==> config.mk <==
export PLATFORM = sky130hd
export DESIGN_NAME = arr_host_driver
export DESIGN_NICKNAME = d
export VERILOG_FILES = /design/src/rtl/arr_host_pkg.sv /design/src/rtl/arr_host_rdbuf.sv /design/src/rtl/arr_host_driver.sv
export SDC_FILE = /design/constraint.sdc
export NUM_CORES = 1
export LEC_CHECK = 0
export ABC_CLOCK_PERIOD_IN_PS = 1900
export BUFFER_PORTS_ARGS = -buffer_cell sky130_fd_sc_hd__buf_2
export CORE_AREA = 2 2 166 168
export CTS_BUF_LIST = sky130_fd_sc_hd__clkbuf_8
export CTS_CLUSTER_SIZE = 30
export DETAILED_ROUTE_END_ITERATION = 8
export DIE_AREA = 0 0 168 170
export HOLD_SLACK_MARGIN = 0.02
export SYNTH_ARGS = -nofsm -noshare
export SYNTH_HDL_FRONTEND = slang
export SYNTH_SLANG_ARGS = --single-unit
==> constraint.sdc <==
create_clock -name clk -period 1.9 [get_ports clk]
set_input_delay 0.19 -clock clk [delete_from_list [all_inputs] [get_ports clk]]
set_output_delay 0.19 -clock clk [all_outputs]
set_load 0.05 [all_outputs]
==> src/rtl/arr_host_pkg.sv <==
// arr_host_pkg: shared types for the kernel array host driver.
// Holds the FSM state enum and default sizing parameters.
package arr_host_pkg;

    localparam int DEFAULT_DEPTH  = 1000;
    localparam int DEFAULT_ADDR_W = 10;
    localparam int DEFAULT_DATA_W = 64;

    typedef enum logic [2:0] {
        IDLE,
        LOAD,
        START,
        RUN,
        DUMP_ADDR,
        DUMP_DATA,
        FINISH
    } state_t;

endpackage

==> src/rtl/arr_host_rdbuf.sv <==
// arr_host_rdbuf: one-entry readback holding register (valid/ready + last).
// Ports: clk, rst; in_valid/in_data/in_last from the array; out_* downstream.
module arr_host_rdbuf
    import arr_host_pkg::*;
#(
    parameter int DATA_W = DEFAULT_DATA_W
) (
    input  logic              clk,
    input  logic              rst,
    input  logic              in_valid,
    input  logic [DATA_W-1:0] in_data,
    input  logic              in_last,
    input  logic              out_ready,
    output logic              out_valid,
    output logic [DATA_W-1:0] out_data,
    output logic              out_last
);

    logic              full_q;
    logic [DATA_W-1:0] data_q;
    logic              last_q;

    // First dump cycle passes the array read data straight through; if it
    // is not taken, it is captured and held until the consumer accepts it.
    always_ff @(posedge clk) begin
        if (rst) begin
            full_q <= 1'b0;
            data_q <= '0;
            last_q <= 1'b0;
        end else if (!in_valid || out_ready) begin
            full_q <= 1'b0;
        end else if (!full_q) begin
            full_q <= 1'b1;
            data_q <= in_data;
            last_q <= in_last;
        end
    end

    assign out_valid = in_valid;
    assign out_data  = full_q ? data_q : (in_valid ? in_data : '0);
    assign out_last  = full_q ? last_q : (in_valid & in_last);

endmodule

==> src/rtl/arr_host_driver.sv <==
// arr_host_driver: loads a kernel array, starts the kernel, dumps the array.
// Ports: go/init_*, in_* load stream, out_* readback stream, status, k_* kernel side.
// Optional watchdog enabled by defining ARR_HOST_TIMEOUT_EN.
module arr_host_driver
    import arr_host_pkg::*;
#(
    parameter int DEPTH          = DEFAULT_DEPTH,
    parameter int ADDR_W         = DEFAULT_ADDR_W,
    parameter int DATA_W         = DEFAULT_DATA_W,
    parameter int TIMEOUT_CYCLES = 1048576
) (
    input  logic              clk,
    input  logic              rst,
    input  logic              go,
    input  logic [ADDR_W-1:0] init_i,
    input  logic [DATA_W-1:0] init_acc,
    input  logic              in_valid,
    output logic              in_ready,
    input  logic [DATA_W-1:0] in_data,
    output logic              out_valid,
    input  logic              out_ready,
    output logic [DATA_W-1:0] out_data,
    output logic              out_last,
    output logic              busy,
    output logic              done,
    output logic              result,
    output logic              timeout,
    output logic              k_r_enable,
    output logic [ADDR_W-1:0] k_init_i_t_a,
    output logic [DATA_W-1:0] k_init_acc_t_a,
    input  logic              k_w_enable,
    input  logic              k_result,
    output logic              k_controlArr,
    output logic              k_controlArrWEnable_a,
    output logic [ADDR_W-1:0] k_controlArrAddr_a,
    output logic [DATA_W-1:0] k_controlArrWData_a,
    input  logic [DATA_W-1:0] k_controlArrRData_a
);

    localparam logic [ADDR_W-1:0] LAST_ADDR = ADDR_W'(DEPTH - 1);

    state_t            state_q, state_d;
    logic [ADDR_W-1:0] addr_q;
    logic [ADDR_W-1:0] init_i_q;
    logic [DATA_W-1:0] init_acc_q;
    logic              result_q;
    logic              armed_q;
    logic              at_last, load_acc, dump_acc, k_done;
    logic              tmo_hit, dump_valid;

    assign at_last  = (addr_q == LAST_ADDR);
    assign load_acc = (state_q == LOAD) && in_valid;
    assign dump_acc = (state_q == DUMP_DATA) && out_ready;
    // k_w_enable is still high from the previous job in the first RUN cycle.
    assign k_done   = (state_q == RUN) && armed_q && k_w_enable;

`ifdef ARR_HOST_TIMEOUT_EN
    localparam int CNT_W = $clog2(TIMEOUT_CYCLES + 1);

    logic [CNT_W-1:0] cnt_q;
    logic             timeout_q;

    assign tmo_hit = (state_q == RUN) && !k_done &&
                     (cnt_q == CNT_W'(TIMEOUT_CYCLES - 1));

    always_ff @(posedge clk) begin
        if (rst) begin
            cnt_q     <= '0;
            timeout_q <= 1'b0;
        end else begin
            if (state_q == START)
                cnt_q <= '0;
            else if (state_q == RUN)
                cnt_q <= cnt_q + CNT_W'(1);
            if (state_q == IDLE && go)
                timeout_q <= 1'b0;
            else if (tmo_hit)
                timeout_q <= 1'b1;
        end
    end

    assign timeout = timeout_q;
`else
    logic unused_tmo;

    assign unused_tmo = ^TIMEOUT_CYCLES;
    assign tmo_hit    = 1'b0;
    assign timeout    = 1'b0;
`endif

    always_ff @(posedge clk) begin
        if (rst)
            state_q <= IDLE;
        else
            state_q <= state_d;
    end

    always_comb begin
        state_d = state_q;
        unique case (state_q)
            IDLE:      if (go) state_d = LOAD;
            LOAD:      if (load_acc && at_last) state_d = START;
            START:     state_d = RUN;
            RUN: begin
                if (k_done)
                    state_d = DUMP_ADDR;
                else if (tmo_hit)
                    state_d = FINISH;
            end
            DUMP_ADDR: state_d = DUMP_DATA;
            DUMP_DATA: if (dump_acc) state_d = at_last ? FINISH : DUMP_ADDR;
            FINISH:    state_d = IDLE;
            default:   state_d = IDLE;
        endcase
    end

    always_comb begin
        in_ready              = 1'b0;
        k_controlArr          = 1'b0;
        k_controlArrWEnable_a = 1'b0;
        k_controlArrAddr_a    = '0;
        k_controlArrWData_a   = '0;
        k_r_enable            = 1'b0;
        dump_valid            = 1'b0;
        done                  = 1'b0;
        unique case (state_q)
            LOAD: begin
                in_ready              = 1'b1;
                k_controlArr          = 1'b1;
                k_controlArrWEnable_a = in_valid;
                k_controlArrAddr_a    = addr_q;
                k_controlArrWData_a   = in_valid ? in_data : '0;
            end
            START: k_r_enable = 1'b1;
            DUMP_ADDR: begin
                k_controlArr       = 1'b1;
                k_controlArrAddr_a = addr_q;
            end
            DUMP_DATA: begin
                k_controlArr       = 1'b1;
                k_controlArrAddr_a = addr_q;
                dump_valid         = 1'b1;
            end
            FINISH: done = 1'b1;
            default: ;
        endcase
    end

    always_ff @(posedge clk) begin
        if (rst) begin
            addr_q     <= '0;
            init_i_q   <= '0;
            init_acc_q <= '0;
            result_q   <= 1'b0;
            armed_q    <= 1'b0;
        end else begin
            unique case (state_q)
                IDLE: begin
                    if (go) begin
                        addr_q     <= '0;
                        init_i_q   <= init_i;
                        init_acc_q <= init_acc;
                    end
                end
                LOAD: begin
                    if (load_acc)
                        addr_q <= at_last ? '0 : addr_q + ADDR_W'(1);
                end
                START: armed_q <= 1'b0;
                RUN: begin
                    armed_q <= 1'b1;
                    if (k_done)
                        result_q <= k_result;
                    else if (tmo_hit)
                        result_q <= 1'b0;
                end
                DUMP_DATA: begin
                    if (dump_acc && !at_last)
                        addr_q <= addr_q + ADDR_W'(1);
                end
                default: ;
            endcase
        end
    end

    assign busy           = (state_q != IDLE);
    assign result         = result_q;
    assign k_init_i_t_a   = init_i_q;
    assign k_init_acc_t_a = init_acc_q;

    arr_host_rdbuf #(
        .DATA_W(DATA_W)
    ) u_rdbuf (
        .clk      (clk),
        .rst      (rst),
        .in_valid (dump_valid),
        .in_data  (k_controlArrRData_a),
        .in_last  (at_last),
        .out_ready(out_ready),
        .out_valid(out_valid),
        .out_data (out_data),
        .out_last (out_last)
    );

endmodule

### Yosys cells after proc, flatten, opt, wreduce, memory -nomap -nowiden

Index checks and enable logic that the tools add are counted.

* bits in registers: 155
* input port bits: 209
* logic and storage cells: 70
* output and inout bits: 222

* bitwise operators: 3
* reductions and logical operators: 19
* multiplexer cells: 25
* eq/ne operators: 13
* add/sub/neg operators: 1

Operator list (count)
* $mux 64: 4
* $mux 10: 5
* $pmux 10 s3: 1
* $pmux 3 s6: 1
* $mux 3: 4
* $add 10x1->10 const B: 1
* $eq 10x10->1 const B: 1
* $eq 3x3->1 const B: 3
* $mux 1: 8
* $ne 2x2->1 const B: 4
* $reduce_and 4->1: 2
* $eq 3x2->1 const B: 2
* $logic_and 1x1->1: 6
* $reduce_and 2->1: 3
* $reduce_bool 3->1: 2
* $ne 2x1->1 const B: 2
* $eq 3x1->1 const B: 1
* $logic_not 3->1: 1
* $reduce_or 3->1: 1
* $logic_not 1->1: 2
* $mux 2: 1
* $not 1->1: 2
* $pmux 1 s2: 1
* $reduce_bool 2->1: 1
* 2 further kinds: 2

### Logic depth before layout (Yosys ltp)

* depth after elaboration: 6
* mapped depth: 8

### By module

A second synthesis with hierarchy kept.

* cells, all modules: 1025
* area total of the unflattened synthesis: 7781.2 µm²

Modules (own cells, without submodules)
* arr_host_driver: seq. area each 1781.7 µm², cells each 524, times used 1, area each 3942.5 µm²
* arr_host_rdbuf: seq. area each 1321.3 µm², cells each 501, times used 1, area each 3838.7 µm²

### Least setup slack after synthesis

Ideal clock, no wire load.

* kind: reg2out
* start point: register state_q[1]
* end point: output port out_data[54]
* path buffers: 2
* data arrival time: 2.544 ns
* setup slack: -0.834 ns
* required time: 1.710 ns
* stages on the path, launching flop included: 7
* path through: dfxtp_1 -> buf_2 -> nand3b_1 -> inv_1 -> clkbuf_1 -> nand2_1 -> o21ai_0

* longest elaborated chain between the ends: 4

Ends and longest elaborated chain
* start, declared: line arr_host_driver.sv:42 `state_t state_q, state_d;`
* start signal, assigned: line arr_host_driver.sv:95 `state_q <= state_d;`
* $eq 3x3->1: line arr_host_driver.sv:126 `unique case (state_q)`
* $mux 1: line arr_host_driver.sv:126
* via out_valid: line arr_host_driver.sv:20 `output logic out_valid,`
* $mux 64 (2 in series): line arr_host_rdbuf.sv:40 `assign out_data = full_q ? data_q : (in_valid ? in_data : '0);`
* end, declared: line arr_host_driver.sv:22 `output logic [DATA_W-1:0] out_data,`

The timed path passes the listed nets, and every way through them passes these cells.

### Worst setup path in the final report

* start point: register addr_q[0]
* end point: output port out_last

* longest elaborated chain between the ends: 3

Ends and longest elaborated chain
* start, declared: line arr_host_driver.sv:43 `logic [ADDR_W-1:0] addr_q;`
* start signal, assigned: line arr_host_driver.sv:167 `addr_q <= at_last ? '0 : addr_q + ADDR_W'(1);`
* start signal, assigned: line arr_host_driver.sv:179 `addr_q <= addr_q + ADDR_W'(1);`
* $eq 10x10->1: line arr_host_driver.sv:51 `assign at_last = (addr_q == LAST_ADDR);`
* $and 1x1->1: line arr_host_rdbuf.sv:41 `assign out_last = full_q ? last_q : (in_valid & in_last);`
* $mux 1: line arr_host_rdbuf.sv:41
* end, declared: line arr_host_driver.sv:23 `output logic out_last,`

No other way between the ends.

==> impl_metrics.tcl <==
set metrics [dict create \
    outcome "finished with violations" \
    violations "negative setup slack" \
    syn_area_sq_um 7120 \
    synth.distinct_cells 49 \
    critPathArrivalTime_ns 1.80 \
    crit_slowest_cell "dfxtp_2" \
    rows 60 \
    nFillCells 2485 \
    post-route-period-util_pct 105 \
    regArea_sq_um 3120 \
    area_delta_synth_final_pct 83.5 \
    finClkSkew_ns 0.0164 \
    hp-class "input pin to flip-flop" \
    grt_usage_pct 19.4 \
    end_kind "output port" \
    synth_area_leaders "dfxtp_1 44%, nand2_1 22%, a21oi_1 10%" \
    antenna_found_initial 1 \
    setup_viol 124 \
    clockBufferDepth 2 \
    cp_data_required_time_ns 1.71 \
    path_clk_slew_ns 0.10 \
    core_sq_um 26700 \
    cp_num_buf_inv 1 \
    critPathMaxStageDelay_ns 0.33 \
    first_pass_iters 6 \
    crit_chain "ha_2 -> and4b_2 -> and4_4 -> mux2_4 -> buf_8" \
    worstSkewPairLatency_ns 0.46 \
    ctsRootBufferMaster "clkbuf_8" \
    synthArstFlopShare_pct 0 \
    p_leak_uw 0.00581 \
    rsz0062_at_grt "true" \
    grt_max_degree 76 \
    mostFrequentLayoutCell "nand2_1" \
    yosys.area.top_type "dfxtp_1" \
    fin_ws_ns -0.0922 \
    cts_tree "built" \
    grt_pass1_vias 8741 \
    pin_count 431 \
    fin_total_pwr_uw 7690 \
    fmax_ghz 0.502 \
    yosys.area.top_type_share_pct 43.6 \
    drcViolationCount 0 \
    crit_type "flip-flop to output port" \
    antennaDiodeCount 0 \
    syn-mean-instance-area_sq_um 6.93 \
    die_width_microns 168 \
    peakVddDrop_uv 528 \
    overflow 0 \
    critPathLaunchType "flip-flop" \
    netlist_instances 1028 \
    start_util_pct 26.7 \
    drt_iter0_markers 675 \
    final_nets 1790 \
    die_y_microns 170 \
    ys_seq_area_share_pct 43.6 \
    avgViaCountPerCell 4.72 \
    power.density_nw_per_um2 588 \
    synth_edf_count 0 \
    multi_input_area_sq_um 3990 \
    cts_htree_levels 4 \
    fin_crit_ns 1.99 \
    syn-num-nets 1239 \
    wl_per_cell_microns 15.5 \
    hold_violations 0 \
    antenna_left 0 \
    yosysWarningCount 0 \
    cts.sinks 155 \
    pre_cts_ws_ns 0.0875 \
    reg2reg_slack_ns 0.12 \
    die_area_sq_um 28600 \
    cts_made_buffers 17 \
    ys_ff_latch 155 \
    drv_cap 0 \
    final_cell_mix "408 x nand2_1, 290 x buf_2, 150 x dfxtp_1, 147 x a21oi_1, 139 x dlygate4sd3_1" \
    vias 9126 \
    portBuffers 429 \
    worst-path-max-fanout 3 \
    gp_congestion 0.788 \
    ys.flop_type "dfxtp_1" \
    drt_wl_total_microns 29900 \
    drv_slew 0 \
    dpl.hpwl_microns 18500 \
    drive_gt1_share_pct 38.8 \
    critPathTopFamily "simple AND/OR/NAND/NOR gates" \
    grt_pass1_wl_microns 44900 \
]
worst reg2reg max path, delay by kind of cell (launching register included):
family | cells | cell delay (ns)
AOI/OAI and AO/OA | 1 | 0.14
buffers and inverters | 1 | 0.16
and+or+nand+nor | 3 | 0.90
adders and majority gates | 1 | 0.19
DFF | 1 | 0.33
registers in the layout, indices dropped and copies added, names as in the netlist:
name / count
u_rdbuf.data_q: 64
armed_q: 1
k_init_acc_t_a: 64
k_init_i_t_a: 10
u_rdbuf.last_q: 1
addr_q: 10
result: 1
state_q: 3
u_rdbuf.full_q: 1
layer usage:
layer	share of wire, %	global-route usage [%]	up-vias
met4	1.6	5.37	2
met3	7.5	5.35	38
li1	-	-	4514
met5	0.043	0	-
met2	48	33.2	358
met1	43	23.8	4214
report_power, final:
group	internal [uW]	total (uW)	leakage, uW	switching, uW
Clock	1060	2460	0.000191	1390
Sequential	3340	3400	0.00126	52.0
Combinational	725	1830	0.00436	1110
Total	5130	7690	0.00581	2550
metrics by stage:
stage / std cells / hold slack, ns / util [%] / TNS (ns) / instance area, sq um
finish: 1933 / 0.0534 / 49.0 / -3.57 / 13100
global route: 1933 / 0.0484 / 49.0 / -15.37 / 13100
CTS: 1924 / 0.0306 / 48.1 / -10.87 / 12800
detailed placement: 1743 / 0.435 / 37.5 / 0 / 9980
global placement: 1743 / 0.429 / 37.5 / 0 / 9980
floorplan: 1028 / 0.269 / - / -2.17 / 7350
cell families (layout without fill, tap and decap cells):
logic type	Yosys count	after routing	synth area share (%)
and+or+nand+nor	527	527	31.7
buffers and inverters	97	661	5.78
adders and majority gates	2	2	0.351
xor gates and xnor gates	1	1	0.123
DFF	155	155	43.6
muxes	4	4	0.580
AOI/OAI and AO/OA	241	241	17.9
other	1	1	0.0526
Yosys cell counts, types with 2 or more instances:
master,number
and2_1,7
a31oi_1,3
ha_1,2
nand4_1,3
clkbuf_1,61
buf_6,3
inv_1,9
nand2_1,411
o211ai_1,3
nand2b_1,3
and3_1,65
o31ai_1,3
buf_1,6
nor2_1,7
a41oi_1,2
mux2i_1,3
nand3_1,7
or4_1,3
nand3b_1,2
a211o_1,2
dfxtp_1,155
nor3_1,8
o21bai_1,2
buf_2,17
o21ai_0,70
a21oi_1,148
final timing paths:
| kind | start | endpoint | cells past startpoint |
|---|---|---|---|
| max reg2reg | addr_q[0]$_SDFFE_PP0P_ | addr_q[4]$_SDFFE_PP0P_ | 6 |
| min reg2reg | u_rdbuf.data_q[48]$_SDFFE_PP0P_ | u_rdbuf.data_q[48]$_SDFFE_PP0P_ | 2 |
| max | addr_q[0]$_SDFFE_PP0P_ | out_last | 5 |
| min | init_acc[22] | k_init_acc_t_a[22]$_SDFFE_PP0P_ | 3 |
cell type report:
type | count | share of cell area [%]
timing repair buffer | 620 | 39.2
multi-input combinational | 776 | 30.5
sequential | 155 | 23.8
tap | 341 | 3.26
clock buffer | 17 | 1.79
clock inverter | 15 | 1.07
inverter | 9 | 0.297
what timing repair did:
item | 4_1_cts | 5_1_grt
gates resized for setup | 293 | 36
pin swaps | 2 | 7
cloned | 2 | 4
setup buffers | 8 | 8
hold buffers | 139 | 0
hold endpoints to repair | 139 | 0
setup endpoints to repair | 140 | 140
Power figures use the tool's default switching activity.
